$ cat config.mk
export PLATFORM = sky130hd
export DESIGN_NAME = misr_sig_engine
export DESIGN_NICKNAME = d
export VERILOG_FILES = /design/src/rtl/misr_sig_engine.sv
export SDC_FILE = /design/constraint.sdc
export NUM_CORES = 1
export LEC_CHECK = 0
export ABC_CLOCK_PERIOD_IN_PS = 3100
export BUFFER_PORTS_ARGS = -buffer_cell sky130_fd_sc_hd__buf_4
export CELL_PAD_IN_SITES_DETAIL_PLACEMENT = 1
export CELL_PAD_IN_SITES_GLOBAL_PLACEMENT = 1
export CORE_MARGIN = 8
export CORE_UTILIZATION = 35
export CTS_CLUSTER_SIZE = 40
export DETAILED_ROUTE_END_ITERATION = 12
export PLACE_DENSITY_LB_ADDON = 0.08
export SLEW_MARGIN = 15
export SYNTH_ARGS = -nofsm -noshare
export SYNTH_HDL_FRONTEND = slang
export SYNTH_SLANG_ARGS = --single-unit
$ cat constraint.sdc
create_clock -name clk -period 3.1 [get_ports clk]
set_input_delay 0.62 -clock clk [delete_from_list [all_inputs] [get_ports clk]]
set_output_delay 0.62 -clock clk [all_outputs]
set_load 0.01 [all_outputs]
$ cat src/rtl/misr_sig_engine.sv
// Galois-LFSR signature register: compresses serial/parallel data into a signature (MISR/SISR)
// or free-runs as a pattern generator; a start/done session compares against a golden value.
module misr_sig_engine #(
    parameter int               WIDTH = 8,
    parameter logic [WIDTH-1:0] POLY  = 8'h1D,
    parameter int               IN_W  = 1,
    parameter int               CNT_W = 16,
    parameter logic [WIDTH-1:0] SEED  = '0
) (
    input  logic             clk,
    input  logic             rst,
    input  logic             start,
    input  logic             mode,
    input  logic [WIDTH-1:0] seed_i,
    input  logic [CNT_W-1:0] len_i,
    input  logic [WIDTH-1:0] exp_sig,
    input  logic             d_valid,
    input  logic [IN_W-1:0]  d_in,
    output logic [WIDTH-1:0] sig,
    output logic             busy,
    output logic             done,
    output logic             pass
);

    typedef enum logic [1:0] {S_IDLE, S_RUN, S_DONE} state_t;

    // Stage 0 is always fed back regardless of POLY[0].
    localparam logic [WIDTH-1:0] FB_MASK = POLY | WIDTH'(1);

    state_t           state_q, state_d;
    logic [WIDTH-1:0] sig_q, sig_d;
    logic [CNT_W-1:0] cnt_q, cnt_d;
    logic [WIDTH-1:0] exp_q, exp_d;
    logic             mode_q, mode_d;

    logic [WIDTH-1:0] din_ext;
    logic [WIDTH-1:0] step_sig;
    logic             accept;

    always_comb begin
        din_ext = '0;
        if (!mode_q) din_ext[IN_W-1:0] = d_in;
        step_sig = {sig_q[WIDTH-2:0], 1'b0} ^ din_ext ^ (sig_q[WIDTH-1] ? FB_MASK : '0);
    end

    assign accept = (state_q == S_RUN) && d_valid && (cnt_q != '0);

    // State register and session datapath.
    always_ff @(posedge clk) begin
        if (rst) begin
            state_q <= S_IDLE;
            sig_q   <= SEED;
            cnt_q   <= '0;
            exp_q   <= '0;
            mode_q  <= 1'b0;
        end else begin
            state_q <= state_d;
            sig_q   <= sig_d;
            cnt_q   <= cnt_d;
            exp_q   <= exp_d;
            mode_q  <= mode_d;
        end
    end

    // Next-state logic; start overrides everything, including an in-flight session.
    always_comb begin
        state_d = state_q;
        sig_d   = sig_q;
        cnt_d   = cnt_q;
        exp_d   = exp_q;
        mode_d  = mode_q;
        if (start) begin
            sig_d   = seed_i;
            cnt_d   = len_i;
            exp_d   = exp_sig;
            mode_d  = mode;
            state_d = (len_i == '0) ? S_DONE : S_RUN;
        end else if (accept) begin
            sig_d = step_sig;
            cnt_d = cnt_q - CNT_W'(1);
            if (cnt_q == CNT_W'(1)) state_d = S_DONE;
        end
    end

    always_comb begin
        sig  = sig_q;
        busy = (state_q == S_RUN);
        done = (state_q == S_DONE);
        pass = done && (sig_q == exp_q);
    end

endmodule
==> results by group <==
STA
  • RSZ-0062 raised after global routing: no
  • Setup violation total in the final timing report: 0
  • Period Utilization, post-route: 0.765
  • Slew headroom: 0.604
  • Max-slew violations: 0
  • Hold WS: approximately 0.49 ns
  • Setup TNS: 0 ns
  • Final Hold Fails: 0
  • Final Critical Period: between 2 and 2.5 ns
  • Max Freq: about 420 MHz
  • Clk_skew: 0.00337 ns
  • Slew @ Worst Pin: 0.588 ns

CTS
  • Hold buffer count at cts: 0
  • Clock Path Buffers: 2
  • Post CTS Setup Buffer Count: 0
  • Post-CTS sizing: 0
  • TritonCTS clock tree: built
  • H-tree depth: 2
  • CTS sink cnt: 35
  • Worst-skew pair later-pin latency: between 0.2 and 0.3 ns
  • CTS Buf Count: 5
  • CTS clk-pin slew, worst paths: 0.08 ns
  • Clock Tree Root: clkbuf_8

Yosys
  • Post-synth top area cell: dfxtp_1
  • Adder-cell share of the synthesized area: 0.0122
  • Netlist cell types: 47
  • EDFF count, synth: 0
  • Largest family of logic cells by synthesized area: simple AND/OR/NAND/NOR gates
  • Area contributors post-synth: dfxtp_1, nor2_1, mux2i_1
  • Synth Area in Compound Gates: 0.198
  • Post-synth ARST share: 0
  • Syn_area_per_cell: around 8.2 µm²
  • Flops & latches, synth: 35
  • Synthesized Nets: 290
  • Commonest cells post-synth: dfxtp_1, nor2_1, clkbuf_1
  • Ys Warns: 0
  • Most common cell in the netlist: dfxtp_1
  • Part of the Yosys area used for sequential elements: 0.343
  • Post-Synth XOR/XNOR Area: 0.0514
  • Synth Cell Area: a little over 0.002 mm²
  • Top cell type's share of synthesized area: 0.343
  • Synth Area in Simple Gates: 0.298
  • Synth Flop Type: dfxtp_1
  • Post-synthesis mux area share: 0.0441
  • Cells after synthesis: 250

Critical path
  • Worst Setup Start Kind: register
  • R2r setup slk: 0.75 ns
  • Worst Setup End Kind: output pin
  • Critical path type: register to output pin
  • Crit path arrival time: 1.75 ns
  • Worst EP required: around 2.5 ns
  • Worst R2R Path Depth: 4
  • Crit. Startpoint: sig[3]
  • RR Endpoint: cnt_q[13]
  • Reg2reg start: cnt_q[3]
  • CP Max Fanout: 4

Placed design
  • Input/output buffers: 48
  • DP Wirelength: 4.96 mm
  • Routability cong.: ~0.83

Power and ir drop
  • Leak: ~1.0 nW
  • Pwr dens: ~430 mW/mm²
  • Worst vdd ir: just over 0.0002 V

GRT
  • Initial antenna violation count: 0
  • Total track usage: 0.162
  • Vias in the first global route: 2,196
  • Grt total ovfl: 0
  • Largest net degree at the start of global routing: between 40 and 50
  • Global-route wire length before repair: approximately 11 mm

Route
  • Vias post-DR: ~2,100
  • Initial DRT Pass Iterations: 4
  • Total Wirelength: between 6 and 7 mm
  • Vias/cell: 5.75
  • Antenna Nets Post-Route: 0
  • Initial DRC count: 82
  • Detailed-route DRC error count: 0
  • Wire per inst: 18.3 µm

Layout
  • Nets: 336
  • Share of cells above drive strength 1: 0.226
  • Layout area overhead: 26.3%
  • ANT cells: 0

Worst hold path
  • HP Class: register to register
  • Hold path depth: 2
  • Hold Path End: mode_q
  • Worst Min Path Start: mode_q

Die
  • Initial Util: 0.353
  • Die ar.: ~0.0085 mm²
  • Core area: about 0.0058 mm²
  • I/O pin count: between 40 and 50
  • Std-Cell Rows: 28
  • Die H: a little over 90 µm
  • Die X: 92.4 µm

Flow run
  • Maxcap violations: 0

Outcome
  • Status: finished clean
-- layer usage --
layer / share of wire / GRT usage / wire (µm)
met4: 0.013 / 0.0523 / 87
met1: 0.47 / 0.207 / 3170
met5: 0 / 0 / 0
met3: 0.049 / 0.0380 / 334
met2: 0.47 / 0.263 / 3210
-- cells in the final DEF (no fill, tap or decap), types with 2 or more instances in the layout --
cell type / synthesis / layout
o41ai_1: 2 / 2
nand4b_1: 2 / 2
clkbuf_8: 0 / 5
and3_1: 5 / 5
nor2b_1: 5 / 5
or4_1: 4 / 4
nand2b_1: 4 / 4
o31ai_1: 3 / 3
nor4_1: 12 / 12
nor2_1: 33 / 33
o21ai_0: 4 / 4
a311oi_1: 7 / 7
nand2_1: 8 / 8
ha_1: 2 / 2
dfxtp_1: 35 / 35
a221oi_1: 3 / 3
a21oi_1: 6 / 6
buf_4: 0 / 57
nand4_1: 9 / 9
inv_1: 10 / 10
xnor2_1: 6 / 6
or3_1: 3 / 3
nand3_1: 3 / 3
a2111oi_0: 9 / 9
xor2_1: 6 / 6
nor4b_1: 2 / 2
mux2i_1: 9 / 9
nand3b_1: 4 / 4
a211oi_1: 8 / 8
nor3_1: 10 / 10
a31oi_1: 3 / 3
-- worst max-delay path, cell delays in order (launching register included) --
cell,delay (ns)
dfxtp_1,0.43
xnor2_1,0.17
nand4_1,0.13
nor4_1,0.39
and3_1,0.23
buf_4,0.12
-- how the worst max path moves through the flow --
stage | slack (ns) | endpoint | cells past startpoint
floorplan | 0.89 | cnt_q[13] | 5
global placement | 0.82 | cnt_q[13] | 4
detailed placement | 0.76 | cnt_q[13] | 4
CTS | 0.69 | pass | 5
global route | 0.62 | sig[4] | 4
finish | 0.73 | pass | 5
-- per-stage QoR --
step                       util  total power, W  instance area, µm²  instances  setup WS (ns)
after floorplan               -        0.000669                2040        250          0.886
after global routing      0.447         0.00116                2580        372          0.618
final                     0.447         0.00110                2580        372          0.729
after detailed placement  0.432        0.000781                2500        364          0.763
after global placement    0.432        0.000779                2500        364          0.822
after CTS                 0.447         0.00112                2580        372          0.690
-- report_power, final --
group | switching, W | total, W | internal (W)
clock network | 0.000176 | 0.000333 | 0.000157
registers | 0.0000386 | 0.000520 | 0.000482
logic | 0.000131 | 0.000249 | 0.000118
total | 0.000346 | 0.00110 | 0.000757
-- cell families (layout without fill, tap and decap cells) --
group / count (synthesis) / in the layout
xor gates and xnor gates: 12 / 12
and+or+nand+nor: 110 / 110
adders and majority gates: 2 / 2
muxes: 9 / 9
DFF: 35 / 35
AOI/OAI and AO/OA: 53 / 53
buffers and inverters: 29 / 76
-- cell type report --
type	instances	area [µm²]
flip-flops and latches	35	701
inverters	11	41.3
clock inverters	2	12.5
multi-input cells	186	1230
fillers	737	3200
well taps	75	93.8
clock buffers	6	72.6
repair buffers	57	428
-- state kept, by name, summed over array words and instances (netlist names) --
name / count
cnt_q: 16
exp_q: 8
sig: 8
state_q: 2
mode_q: 1
Power figures use the tool's default switching activity.
